<file path="src/rtl/pool_arbiter.sv">
// Shared-pool allocation controller: four requesters draw all-or-nothing amounts from one pool.
// A round-robin arbiter serves one request per three cycles; holdings and free count are registered.
module pool_arbiter #(
    parameter int unsigned CAPACITY = 15
) (
    input  logic       clk,
    input  logic       rst_n,
    input  logic [3:0] req,
    input  logic [3:0] amt0,
    input  logic [3:0] amt1,
    input  logic [3:0] amt2,
    input  logic [3:0] amt3,
    input  logic [3:0] rel,
    output logic [3:0] ack,
    output logic       granted,
    output logic [3:0] held0,
    output logic [3:0] held1,
    output logic [3:0] held2,
    output logic [3:0] held3,
    output logic [3:0] free,
    output logic       busy
);

    localparam logic [3:0] CapVal = 4'(CAPACITY);

    typedef enum logic [1:0] {StIdle, StEval, StDone} state_e;

    state_e     r_state, w_state_nxt;
    logic [1:0] r_ptr, w_ptr_nxt;
    logic [1:0] r_win, w_win_nxt;
    logic [3:0] r_amt, w_amt_nxt;
    logic [3:0] r_held [4];
    logic [3:0] w_held_nxt [4];
    logic [3:0] r_free, w_free_nxt;
    logic [3:0] r_ack, w_ack_nxt;
    logic       r_granted, w_granted_nxt;

    logic [3:0] w_amt_in [4];
    logic [1:0] w_idx;
    logic [1:0] w_sel;
    logic       w_found;
    logic       w_grant;
    logic [3:0] w_rel_sum;

    assign w_amt_in[0] = amt0;
    assign w_amt_in[1] = amt1;
    assign w_amt_in[2] = amt2;
    assign w_amt_in[3] = amt3;

    // Decision uses the registered free count, so a same-edge release never enlarges a grant.
    assign w_grant = (r_amt != 4'd0) && (r_amt <= r_free);

    // Round-robin search starting one past the last winner, wrapping back to the pointer itself.
    always_comb begin
        w_found = 1'b0;
        w_sel   = r_ptr;
        w_idx   = r_ptr;
        for (int k = 1; k <= 4; k++) begin
            w_idx = r_ptr + 2'(k);
            if (!w_found && req[w_idx]) begin
                w_found = 1'b1;
                w_sel   = w_idx;
            end
        end
    end

    // Next-state logic: FSM sequencing, releases in any state, grant bookkeeping on EVAL exit.
    always_comb begin
        w_state_nxt   = r_state;
        w_ptr_nxt     = r_ptr;
        w_win_nxt     = r_win;
        w_amt_nxt     = r_amt;
        w_ack_nxt     = 4'd0;
        w_granted_nxt = 1'b0;
        w_rel_sum     = 4'd0;
        for (int i = 0; i < 4; i++) begin
            w_held_nxt[i] = r_held[i];
            if (rel[i]) begin
                w_rel_sum     = w_rel_sum + r_held[i];
                w_held_nxt[i] = 4'd0;
            end
        end
        w_free_nxt = r_free + w_rel_sum;

        unique case (r_state)
            StIdle: begin
                if (w_found) begin
                    w_state_nxt = StEval;
                    w_win_nxt   = w_sel;
                    w_amt_nxt   = w_amt_in[w_sel];
                    w_ptr_nxt   = w_sel;
                end
            end
            StEval: begin
                w_state_nxt   = StDone;
                w_ack_nxt     = 4'b0001 << r_win;
                w_granted_nxt = w_grant;
                if (w_grant) begin
                    // A same-edge release of the winner zeroes the base before adding.
                    w_held_nxt[r_win] = w_held_nxt[r_win] + r_amt;
                    w_free_nxt        = w_free_nxt - r_amt;
                end
            end
            StDone: begin
                w_state_nxt = StIdle;
            end
            default: begin
                w_state_nxt = StIdle;
            end
        endcase
    end

    // State register: FSM state, arbitration context, counters and completion pulse.
    always_ff @(posedge clk or negedge rst_n) begin
        if (!rst_n) begin
            r_state   <= StIdle;
            r_ptr     <= 2'd3;
            r_win     <= 2'd0;
            r_amt     <= 4'd0;
            r_free    <= CapVal;
            r_ack     <= 4'd0;
            r_granted <= 1'b0;
            for (int i = 0; i < 4; i++) begin
                r_held[i] <= 4'd0;
            end
        end else begin
            r_state   <= w_state_nxt;
            r_ptr     <= w_ptr_nxt;
            r_win     <= w_win_nxt;
            r_amt     <= w_amt_nxt;
            r_free    <= w_free_nxt;
            r_ack     <= w_ack_nxt;
            r_granted <= w_granted_nxt;
            for (int i = 0; i < 4; i++) begin
                r_held[i] <= w_held_nxt[i];
            end
        end
    end

    assign ack     = r_ack;
    assign granted = r_granted;
    assign held0   = r_held[0];
    assign held1   = r_held[1];
    assign held2   = r_held[2];
    assign held3   = r_held[3];
    assign free    = r_free;
    assign busy    = (r_state != StIdle);

endmodule
</file>
<file path="config.mk">
export PLATFORM = sky130hd
export DESIGN_NAME = pool_arbiter
export DESIGN_NICKNAME = d
export VERILOG_FILES = /design/src/rtl/pool_arbiter.sv
export SDC_FILE = /design/constraint.sdc
export NUM_CORES = 1
export LEC_CHECK = 0
export ABC_CLOCK_PERIOD_IN_PS = 5150
export CAP_MARGIN = 20
export CORE_MARGIN = 8
export CORE_UTILIZATION = 52
export DETAILED_ROUTE_END_ITERATION = 10
export PLACE_DENSITY = 0.88
export SKIP_CTS_REPAIR_TIMING = 1
export SYNTH_ARGS = -nofsm -noshare
export SYNTH_HDL_FRONTEND = slang
export SYNTH_SLANG_ARGS = --single-unit
</file>
<file path="constraint.sdc">
create_clock -name clk -period 5.15 [get_ports clk]
set_input_delay 1.03 -clock clk [delete_from_list [all_inputs] [get_ports clk]]
set_output_delay 1.03 -clock clk [all_outputs]
set_load 0.02 [all_outputs]
</file>
==> results.sh, run 1 <==
export IMPL_grt_overflow=0
export IMPL_initial_core_util=0.545
export IMPL_wl_per_cell_um=15.6
export IMPL_outcome="complete, no violations"
export IMPL_synthXorXnorAreaFrac=0.0624
export IMPL_yosysTopAreaCellShare=0.278
export IMPL_pwr_density_cell_nw_per_um2=616
export IMPL_cts_root_buf="clkbuf_8"
export IMPL_cap_violations=0
export IMPL_max_slew_worst_pin_slew_ps=564
export IMPL_wl_um=5770
export IMPL_hold_viol_final=0
export IMPL_tns_ps=0
export IMPL_grt_start_max_net_pins=36
export IMPL_stdcell_count=370
export IMPL_hold_path_class="register to register"
export IMPL_fp_row_count=25
export IMPL_gp_congestion=0.794
export IMPL_ys_warn_count=0
export IMPL_grt_first_pass_wirelength_um=10000
export IMPL_ys_async_sr_fraction=1.00
export IMPL_vias_per_cell=5.32
export IMPL_vias=1970
export IMPL_synth_top_family_by_area="multiplexers"
export IMPL_syn_nets=294
export IMPL_dr_wl_met3_um=392
export IMPL_cts_tree="built"
export IMPL_first_iter_violations=138
export IMPL_cts_made_buffers=5
export IMPL_arrival_ps=5120
export IMPL_numPortBuffers=51
export IMPL_clockBufferDepth=2
export IMPL_fin_crit_ps=4890
export IMPL_final_util=0.702
export IMPL_synth_main_ff_cell="dfrtp_1"
export IMPL_startpoint_type="input pin"
export IMPL_endpoint_kind="register"
export IMPL_die_h_um=86.8
export IMPL_antenna_found_initial=0
export IMPL_dp_cells=361
export IMPL_drcViolationCount=0
export IMPL_crit_top_cell="fa_1"
export IMPL_grt_setup_unrepaired="no"
export IMPL_area_delta_synth_final_pct=29.0
export IMPL_wl_met1_um=2410
export IMPL_synth_fa_ha_area_frac=0.152
export IMPL_crit_path_cell_trace="dlymetal6s2s_1, and2_4, ha_2, inv_1, fa_1, mux2i_2, inv_1, fa_1, nand2_1, o21ai_2, fa_1, mux2i_2, fa_2, ha_1, a21o_1, a21oi_2, xor2_1, nand2_1, xnor3_1"
export IMPL_clk_latency_ps=290
export IMPL_synth_compound_area_frac=0.0864
export IMPL_io_pins=52
export IMPL_fin_crit_sh=0.949
export IMPL_p_leak_nw=1.58
export IMPL_yosysSeqAreaShare=0.339
export IMPL_n_antenna_cell=0
export IMPL_clk_pin_slew_ps=80
export IMPL_postRouteAntennaNets=0
export IMPL_synth_largest_area_cell="dfrtp_1"
export IMPL_critPathKind="input pin to register"
export IMPL_place_hpwl_um=4540
export IMPL_critPathSlowestCell="fa_1"
export IMPL_dr_pass1_iters=4
export IMPL_netlist_area_um2=2610
export IMPL_fin_ws_ps=265
export IMPL_ys_top_cells_by_area="dfrtp_1 (28%), ha_1 (11%), mux2i_1 (9.6%)"
export IMPL_dieWidth_um=86.8
export IMPL_postSynthCellCount=240
export IMPL_final_nets=356
export IMPL_synth_mux_area_fraction=0.200
export IMPL_die_area_um2=7530
export IMPL_design_area_um2=3360
export IMPL_synth_avg_cell_area_um2=10.9
export IMPL_grt_pass1_vias=2144
export IMPL_highest_layer="met4"
export IMPL_slew_headroom=0.624
export IMPL_synth_edff_count=0
export IMPL_placeableCoreArea_um2=4790
export IMPL_wl_met2_um=2890
export IMPL_drive_above_1_share=0.198
export IMPL_fmax_ghz=0.205
export IMPL_htree_levels=2
export IMPL_slew_viol_final=0
export IMPL_synth_cell_types=42
export IMPL_setup_violations_final=0
export IMPL_grt_usage=0.167
export IMPL_yosys_area_share_simple=0.108
export IMPL_finalHoldWorstSlack_ps=555
export IMPL_p_total_mw=2.07
export IMPL_crit_path_max_incr_delay_ps=500
export IMPL_finClkSkew_ps=8.75
export IMPL_placed_area_um2=3240
export IMPL_cts_num_sinks=35
export IMPL_ir_drop_mv=0.306
export IMPL_place_ws_ps=-647
export IMPL_worstPathMaxFanout=3
export IMPL_crit_required_ps=5380
export IMPL_ys_ff_latch=35
==> path summary, 6_finish.rpt <==
path | from | to | slack, ps | cells past startpoint
hold / removal | r_ptr[0] | r_ptr[0] | 560 | 2
hold reg to reg | r_ptr[0] | r_ptr[0] | 560 | 2
max in group asynchronous | rst_n | free[0] | 3640 | 2
setup / recovery | rel[0] | free[3] | 260 | 19
min in group asynchronous | rst_n | held0[2] | 1150 | 2
setup reg to reg | held0[0] | free[3] | 720 | 18
==> area by class of cell <==
cell class,count,area [um2]
inverters,22,82.6
clock buffers,5,68.8
flip-flops and latches,35,883
multi-input cells,174,1610
clock inverters,3,23.8
repair buffers,64,611
well taps,67,83.8
fillers,369,1420
==> cell families after synthesis <==
logic type               after synthesis
AO/OA/AOI/OAI                         32
XOR/XNOR                              17
adder cells (fa/ha/maj)               28
buffers and inverters                 31
flip-flops                            35
multiplexers                          46
AND/OR/NAND/NOR                       51
==> cells in the final DEF, fill, tap and decap left out, types with 2 or more instances in the layout <==
| cell type | instances |
|---|---|
| clkdlybuf4s50_1 | 50 |
| dfrtp_1 | 29 |
| mux2i_1 | 23 |
| inv_1 | 21 |
| ha_1 | 21 |
| mux2_2 | 15 |
| a21oi_1 | 15 |
| nor2_1 | 13 |
| buf_4 | 13 |
| nand2_1 | 11 |
| xnor2_1 | 10 |
| nand2b_1 | 10 |
| xor2_1 | 6 |
| a21o_1 | 6 |
| dfstp_2 | 6 |
| nor2b_1 | 5 |
| fa_1 | 5 |
| clkbuf_8 | 5 |
| mux2_1 | 3 |
| mux4_2 | 3 |
| mux2i_2 | 2 |
| and3b_1 | 2 |
| clkinvlp_4 | 2 |
==> sequential cells by signal, indices dropped and copies added, names as in the netlist <==
signal	count
held1	4
granted	1
r_win	2
held3	4
held0	4
r_state	2
r_ptr	2
held2	4
free	4
r_amt	4
ack	4
==> power by group <==
group / total [mW] / internal (mW) / switching, mW
registers: 0.552 / 0.409 / 0.143
logic: 1.31 / 0.681 / 0.632
clock network: 0.206 / 0.0966 / 0.109
==> worst max-delay path: cells and delay by family <==
kind	cells	cell delay, ps
compound gates	3	380
mux	2	450
buf+inv	3	290
xor+xnor	2	380
simple gates	3	280
fa+ha+maj	6	2290
==> Yosys cell counts (all sizes together) (6+ instances only) <==
cell type	n
mux2	18
ha	22
mux2i	25
xnor2	10
a21o	6
nor2	13
inv	22
nand2	11
dfstp	6
fa	6
a21oi	17
xor2	6
nand2b	11
dfrtp	29
==> routing by layer <==
metal | up-vias | global-route usage
met2 | 69 | 0.288
met4 | 0 | 0.0532
met3 | 9 | 0.0454
li1 | 946 | -
met1 | 946 | 0.194
met5 | - | 0
(Power assumes the default switching activity.)
==> run 2, diff against run 1 <==
--- a/config.mk
+++ b/config.mk
@@ -8,9 +8,9 @@
 export ABC_CLOCK_PERIOD_IN_PS = 5150
 export CAP_MARGIN = 20
 export CORE_MARGIN = 8
-export CORE_UTILIZATION = 52
+export CORE_UTILIZATION = 47
 export DETAILED_ROUTE_END_ITERATION = 10
-export PLACE_DENSITY = 0.88
+export PLACE_DENSITY = 0.82
 export SKIP_CTS_REPAIR_TIMING = 1
 export SYNTH_ARGS = -nofsm -noshare
 export SYNTH_HDL_FRONTEND = slang
==> run 2 against run 1 <==
  * Cell area shrank 0.26%
  * Flip-flop and latch count is the same
  * Clock-buffer cell count is the same
  * Critical path type unchanged
  * Clock skew shrank 3.4 ps
  * Fmax grew 0.96%
  * Utilization shrank 8.6 points
  * Combinational power is essentially flat
  * Sequential share of layout area grew 0.069 points
  * Final cell count grew 1.1%
==> results.sh, run 2 (synthesis results as in run 1) <==
export IMPL_pwr_density_cell_nw_per_um2=614
export IMPL_placed_area_um2=3240
export IMPL_hold_path_class="register to register"
export IMPL_wl_um=5970
export IMPL_clk_latency_ps=290
export IMPL_fmax_ghz=0.207
export IMPL_postRouteAntennaNets=0
export IMPL_setup_violations_final=0
export IMPL_initial_core_util=0.479
export IMPL_drcViolationCount=0
export IMPL_antenna_found_initial=0
export IMPL_place_hpwl_um=4640
export IMPL_cts_made_buffers=5
export IMPL_critPathKind="input pin to register"
export IMPL_dp_cells=365
export IMPL_vias_per_cell=5.24
export IMPL_dr_pass1_iters=6
export IMPL_regArea_um2=883
export IMPL_numPortBuffers=51
export IMPL_startpoint_type="input pin"
export IMPL_fin_ws_ps=311
export IMPL_cts_tree="built"
export IMPL_grt_usage=0.153
export IMPL_stdcell_count=374
export IMPL_slew_viol_final=0
export IMPL_ff2ff_path_depth=18
export IMPL_design_area_um2=3350
export IMPL_finalHoldWorstSlack_ps=558
export IMPL_fp_row_count=27
export IMPL_cap_violations=0
export IMPL_clockBufferDepth=2
export IMPL_hold_viol_final=0
export IMPL_multi_input_comb_area_um2=1610
export IMPL_htree_levels=2
export IMPL_cts_root_buf="clkbuf_8"
export IMPL_placeableCoreArea_um2=5440
export IMPL_die_area_um2=8180
export IMPL_vias=1958
export IMPL_gp_congestion=0.842
export IMPL_io_pins=52
export IMPL_r2r_end="free[3]"
export IMPL_finClkSkew_ps=5.31
export IMPL_grt_setup_unrepaired="no"
export IMPL_max_slew_worst_pin_slew_ps=601
export IMPL_p_total_mw=2.06
export IMPL_die_h_um=90.5
export IMPL_min_path_cells=2
export IMPL_grt_first_pass_wirelength_um=10400
export IMPL_grt_pass1_vias=2242
export IMPL_fillers=465
export IMPL_area_delta_synth_final_pct=28.7
export IMPL_r2r_start="held0[0]"
export IMPL_place_ws_ps=-608
export IMPL_worstPathMaxFanout=2
export IMPL_final_cell_mix="clkdlybuf4s50_1 (50), dfrtp_1 (29), mux2i_1 (24)"
export IMPL_n_antenna_cell=0
export IMPL_wl_per_cell_um=16.0
export IMPL_ir_drop_mv=0.349
export IMPL_arrival_ps=5070
export IMPL_outcome="complete, no violations"
export IMPL_cp_startpoint="rel[0]"
export IMPL_final_common_cell="clkdlybuf4s50_1"
export IMPL_worstSetupEndpoint="free[3]"
export IMPL_dieWidth_um=90.5
export IMPL_fin_crit_sh=0.940
export IMPL_endpoint_kind="register"
export IMPL_p_leak_nw=1.58
export IMPL_fin_crit_ps=4840
export IMPL_clk_pin_slew_ps=80
export IMPL_cts_num_sinks=35
export IMPL_grt_start_max_net_pins=36
export IMPL_slew_headroom=0.599
export IMPL_first_iter_violations=45
export IMPL_crit_required_ps=5380
export IMPL_final_nets=355
export IMPL_drive_above_1_share=0.192
export IMPL_grt_overflow=0
export IMPL_r2r_slack_ps=760
run 2: changes by cell type in the layout (fill, tap and decap cells not counted), sizes merged:
| cell | previous run | this run |
|---|---|---|
| buf | 13 | 12 |
| inv | 23 | 22 |
| clkinv | 0 | 1 |
run 2: layer usage:
metal | vias up | part of all wire | GRT usage
met3 | 8 | 0.060 | 0.0490
li1 | 948 | - | -
met5 | - | 0 | 0
met1 | 941 | 0.41 | 0.169
met4 | 0 | 0.011 | 0.0402
met2 | 61 | 0.52 | 0.276
run 2: final cells by class:
type                       count  share of cell area
clock buffer                   5              0.0205
inverter                      22              0.0246
multi-input combinational    174               0.479
tap                           72              0.0269
sequential                    35               0.263
timing repair buffer          63               0.180
clock inverter                 3             0.00597
run 2: critical path: stages:
cell and delay [ps]:
dlymetal6s2s_1 140, and2_4 140, ha_2 170, inv_1 70
fa_1 400, mux2i_1 200, inv_1 90, fa_1 500
nand2_1 60, o21ai_2 70, fa_1 440, mux2i_2 240
fa_2 480, ha_1 290, a21o_1 170, a21oi_2 130
xor2_1 150, nand2_1 70, xnor3_1 220
run 2: worst min path at each step:
stage	startpoint	to	slack (ps)
after floorplan	r_ptr[0]	r_ptr[0]	500
after global placement	r_ptr[0]	r_ptr[0]	510
after detailed placement	r_state[1]	ack[0]	540
after CTS	r_ptr[1]	r_ptr[1]	560
after global routing	r_ptr[1]	r_ptr[1]	580
final	r_ptr[1]	r_ptr[1]	560
run 2: report_power, final:
part,switching (mW),internal (mW)
logic,0.624,0.675
clock network,0.107,0.0941
registers,0.151,0.409
run 2: metrics by stage:
stage          setup TNS [ps]  utilization
2_1_floorplan               0            -
3_3_place_gp             -641        0.596
3_5_place_dp             -797        0.596
4_1_cts                  -306        0.612
5_1_grt                     0        0.617
6_report                    0        0.617
